## config.mk

```make
export PLATFORM = sky130hd
export DESIGN_NAME = updown_counter
export DESIGN_NICKNAME = d
export VERILOG_FILES = /design/src/rtl/counter_pkg.sv /design/src/rtl/counter_next.sv /design/src/rtl/updown_counter.sv
export SDC_FILE = /design/constraint.sdc
export NUM_CORES = 1
export LEC_CHECK = 0
export ABC_AREA = 0
export BUFFER_PORTS_ARGS = -buffer_cell sky130_fd_sc_hd__buf_2
export CAP_MARGIN = 0
export CORE_MARGIN = 2
export CORE_UTILIZATION = 40
export DETAILED_ROUTE_END_ITERATION = 12
export PLACE_DENSITY_LB_ADDON = 0.12
export SLEW_MARGIN = 20
export SYNTH_ARGS = -nofsm -noshare
export SYNTH_HDL_FRONTEND = slang
export SYNTH_SLANG_ARGS = --single-unit
```

## constraint.sdc

```tcl
create_clock -name clk -period 2 [get_ports clk]
set_input_delay 0.4 -clock clk [delete_from_list [all_inputs] [get_ports clk]]
set_output_delay 0.4 -clock clk [all_outputs]
set_load 0.01 [all_outputs]
```

## src/rtl/counter_pkg.sv

```systemverilog
// Shared constants for the up/down counter: count direction and end-of-range mode.
package counter_pkg;

  localparam logic DIR_UP   = 1'b1;
  localparam logic DIR_DOWN = 1'b0;

  localparam int MODE_WRAP = 0;
  localparam int MODE_SAT  = 1;

endpackage

```

## src/rtl/counter_next.sv

```systemverilog
// Combinational next-count and end-of-range detect for one count step in direction up.
module counter_next
  import counter_pkg::*;
#(
  parameter int WIDTH    = 8,
  parameter int MAX_VAL  = 2**WIDTH-1,
  parameter int SATURATE = MODE_WRAP
) (
  input  logic [WIDTH-1:0] q,
  input  logic             up,
  output logic [WIDTH-1:0] nxt,
  output logic             at_end
);

  localparam logic [WIDTH-1:0] MAX_Q = WIDTH'(MAX_VAL);

  // The range end is MAX_VAL, not the all-ones value, so no carry-out is relied on.
  always_comb begin
    at_end = 1'b0;
    nxt    = q;
    if (up == DIR_UP) begin
      at_end = (q == MAX_Q);
      if (at_end) nxt = (SATURATE == MODE_SAT) ? MAX_Q : '0;
      else        nxt = q + WIDTH'(1);
    end else begin
      at_end = (q == '0);
      if (at_end) nxt = (SATURATE == MODE_SAT) ? '0 : MAX_Q;
      else        nxt = q - WIDTH'(1);
    end
  end

endmodule

```

## src/rtl/updown_counter.sv

```systemverilog
// Up/down counter over 0..MAX_VAL with preset, clamped load, wrap/saturate ends and overflow pulse.
module updown_counter
  import counter_pkg::*;
#(
  parameter int WIDTH    = 8,
  parameter int MAX_VAL  = 2**WIDTH-1,
  parameter int SATURATE = MODE_WRAP
) (
  input  logic             clk,
  input  logic             reset,
  input  logic             set,
  input  logic             load,
  input  logic [WIDTH-1:0] data,
  input  logic             en,
  input  logic             up,
  output logic [WIDTH-1:0] q,
  output logic             tc,
  output logic             ovf
);

  localparam logic [WIDTH-1:0] MAX_Q = WIDTH'(MAX_VAL);

  logic [WIDTH-1:0] nxt;
  logic             at_end;
  logic [WIDTH-1:0] load_val;

  counter_next #(
    .WIDTH   (WIDTH),
    .MAX_VAL (MAX_VAL),
    .SATURATE(SATURATE)
  ) u_next (
    .q     (q),
    .up    (up),
    .nxt   (nxt),
    .at_end(at_end)
  );

  assign tc       = en & at_end;
  assign load_val = (data > MAX_Q) ? MAX_Q : data;

  // Priority set > load > en; ovf only follows a real count step taken at the range end.
  always_ff @(posedge clk or negedge reset) begin
    if (!reset) begin
      q   <= '0;
      ovf <= 1'b0;
    end else begin
      ovf <= 1'b0;
      if (set) begin
        q <= MAX_Q;
      end else if (load) begin
        q <= load_val;
      end else if (en) begin
        q   <= nxt;
        ovf <= at_end;
      end
    end
  end

endmodule

```

==> reports/metrics.cfg <==
[setup_path]
cp.required_ns = 1.60
r2r_slack_ns = 0.27
rr_startpoint = q[1]$_DFFE_PN0P_
crit_family = flip-flops
crit_chain = inv_2 -> ha_4 -> nor3b_4 -> nand3_2 -> a21oi_2 -> buf_2
critical_path.startpoint = q[1]$_DFFE_PN0P_
end_kind = output port
critPathKind = reg2out
cp_num_buf_inv = 2
r2r-end = q[4]$_DFFE_PN0P_
arrival_ns = 1.52
crit_path_start_kind = register
crit_path_end = tc
crit_slowest_cell = dfrtp_2
cp.depth = 6
r2r_cells = 8
cpPeakStageDelay_ns = 0.44
crit_fanout = 3

[yosys]
synth_top_area_frac = 0.2452
async_flop_share = 1.000
ys_warn_count = 0
synth.cell_area_um2 = 918.4
syn-instance-count = 117
synth_fp_nets = 134
synth_edf_count = 0
ys_seq_area_frac = 0.2452
synth_seq_cells = 9
synth.distinct_cells = 38
avgSynthCellArea_um2 = 7.849
synth_common_cells = a21oi_1, dfrtp_1, inv_1, nor2_1, o21ai_0
synth.most_common_cell = a21oi_1
synth_area_leader_cell = dfrtp_1
ys.flop_type = dfrtp_1
netlist_top_cells_area = dfrtp_1, a21oi_1, ha_1

[global_route]
antenna_found_initial = 0
grt_pass1_wl_mm = 4.554
grt_max_degree = 22
grt-ovfl-total = 0
track_usage = 0.2318
grt_pass1_vias = 992

[cts]
tritoncts = yes
clock_sinks = 9
numCtsBuffers = 3
clk_pin_slew_worst_paths_ns = 0.07
htree_levels = 1
max-clock-path-buffers = 2
clk_latency_ns = 0.26
clockRootBuffer = clkbuf_4

[pwr]
power_density_nw_per_um2 = 527.7
p_int_mw = 0.3927
switching_share = 0.3856
finalPower_mw = 0.6391
vdd_drop_max_mv = 0.2807
switching_power_mw = 0.2464
combPwrFrac = 0.401
seqPwrFrac = 0.363
clock_power_share = 0.236
p_leak_nw = 0.5364

[sta]
worst_hold_slack_ns = 0.3493
finalCritPeriodShare = 0.9621
slew_headroom = 0.7443
finalCriticalPeriod_ns = 1.924
worst_pin_slew_ns = 0.3836
clock_skew_ns = 0.0006394
fmax_ghz = 0.5197
setup_ws_ns = 0.07585
setup_viol = 0
hold_viol = 0
slew_viol_final = 0

[die]
core_area_um2 = 2191
start_util = 0.4192
die_w_um = 51.92
die-area_um2 = 2695
io_pins = 24
die_h_um = 51.92
rows = 17

[placed_design]
dp_hpwl_mm = 2.035
placed_area_um2 = 1095
io_buffer_count = 23
dp_slack_ns = 0.1692
gp_congestion = 0.9221

[drt]
wl_per_cell_um = 16.61
drc = 0
ant_nets = 0
dr.pass1.iters = 4
vias_per_cell = 6.034
vias = 1056
drtIter0Drc = 39
routed_wl_mm = 2.906

[layout]
final_area_um2 = 1211
drive_gt1_frac = 0.4014
nNetsFinal = 165
syn2layout_area_growth_pct = 31.88
n_antenna_cell = 0

[flow_run]
cap_violations = 0

[run_status]
status = completed

[hold_path]
hold_class = in2reg

-- routing by layer --
layer | vias up | share of wire | track usage
met5 | - | 0 | 0
met2 | 46 | 0.50 | 0.3671
met1 | 506 | 0.44 | 0.3161
met4 | 0 | 0.0065 | 0.1140
li1 | 502 | - | -
met3 | 2 | 0.061 | 0.01724
-- worst min path at each step --
| stage | from | endpoint | slack [ns] | depth (start not counted) |
|---|---|---|---|---|
| 2_1_floorplan | reset | ovf$_DFF_PN0_ | 0.10 | 0 |
| 3_3_place_gp | reset | q[6]$_DFFE_PN0P_ | 0.27 | 1 |
| 3_5_place_dp | reset | q[6]$_DFFE_PN0P_ | 0.28 | 1 |
| 4_1_cts | data[1] | q[1]$_DFFE_PN0P_ | 0.34 | 2 |
| 5_1_grt | data[1] | q[1]$_DFFE_PN0P_ | 0.35 | 2 |
| 6_report | data[1] | q[1]$_DFFE_PN0P_ | 0.35 | 2 |
-- metrics by stage --
stage	std cells	util	setup TNS [ns]
final	175	0.5528	0
after global placement	167	0.4997	0
after detailed placement	167	0.4997	0
after CTS	174	0.5294	0
after floorplan	117	-	0
after global routing	175	0.5528	-0.0007854
-- cell families (layout without fill, tap and decap cells) --
| kind of cell | count (synthesis) | after routing | synth area share |
|---|---|---|---|
| muxes | 2 | 2 | 0.02180 |
| xor gates and xnor gates | 5 | 5 | 0.04769 |
| AOI/OAI and AO/OA | 39 | 39 | 0.2970 |
| adders and majority gates | 3 | 3 | 0.04088 |
| DFF | 9 | 9 | 0.2452 |
| buffers and inverters | 19 | 49 | 0.09128 |
| and+or+nand+nor | 40 | 40 | 0.2562 |
-- worst reg2reg max path: stages, from the launching register on --
cell     delay, ns
dfrtp_2       0.44
inv_2         0.09
ha_4          0.14
nor3b_4       0.20
buf_4         0.14
buf_4         0.11
a21oi_2       0.06
a221o_1       0.32
a31oi_1       0.16
-- sequential cells by signal, summed over array words and instances (netlist names) --
register / cells
ovf: 1
q: 8
-- power by group through the flow --
stage | registers (mW) | clock network, mW | logic (mW)
after floorplan | 0.219 | 0 | 0.155
after global placement | 0.228 | 0 | 0.225
after detailed placement | 0.229 | 0 | 0.229
after CTS | 0.226 | 0.157 | 0.242
after global routing | 0.235 | 0.168 | 0.283
final | 0.232 | 0.151 | 0.256
-- placed cells by master, fill, tap and decap left out, types with 3 or more instances in the layout --
master,count
nand2_1,4
nor3b_1,3
clkbuf_4,3
xnor2_1,3
nor2_1,6
nor3_1,6
o21ai_0,7
dfrtp_1,3
inv_1,6
nand3_1,4
o31ai_1,3
nand4_1,3
buf_2,23
dfrtp_2,6
a21oi_1,10
buf_4,13
-- layout make-up --
type,instances,area (um2)
Tap cell,28,35.03
Multi-Input combinational cell,89,664.4
Clock buffer,4,26.28
Timing Repair Buffer,37,222.7
Inverter,8,30.03
Fill cell,215,979.7
Sequential cell,9,232.7
-- timing repair --
action / 4_1_cts / 5_1_grt
hold endpoints to repair: 9 / 0
pin swaps: 0 / 5
gates cloned: 0 / 0
hold buffers: 1 / 0
gates resized for setup: 4 / 14
endpoints found under the setup margin: 1 / 1
setup buffers: 2 / 1
Power figures use the tool's default switching activity.
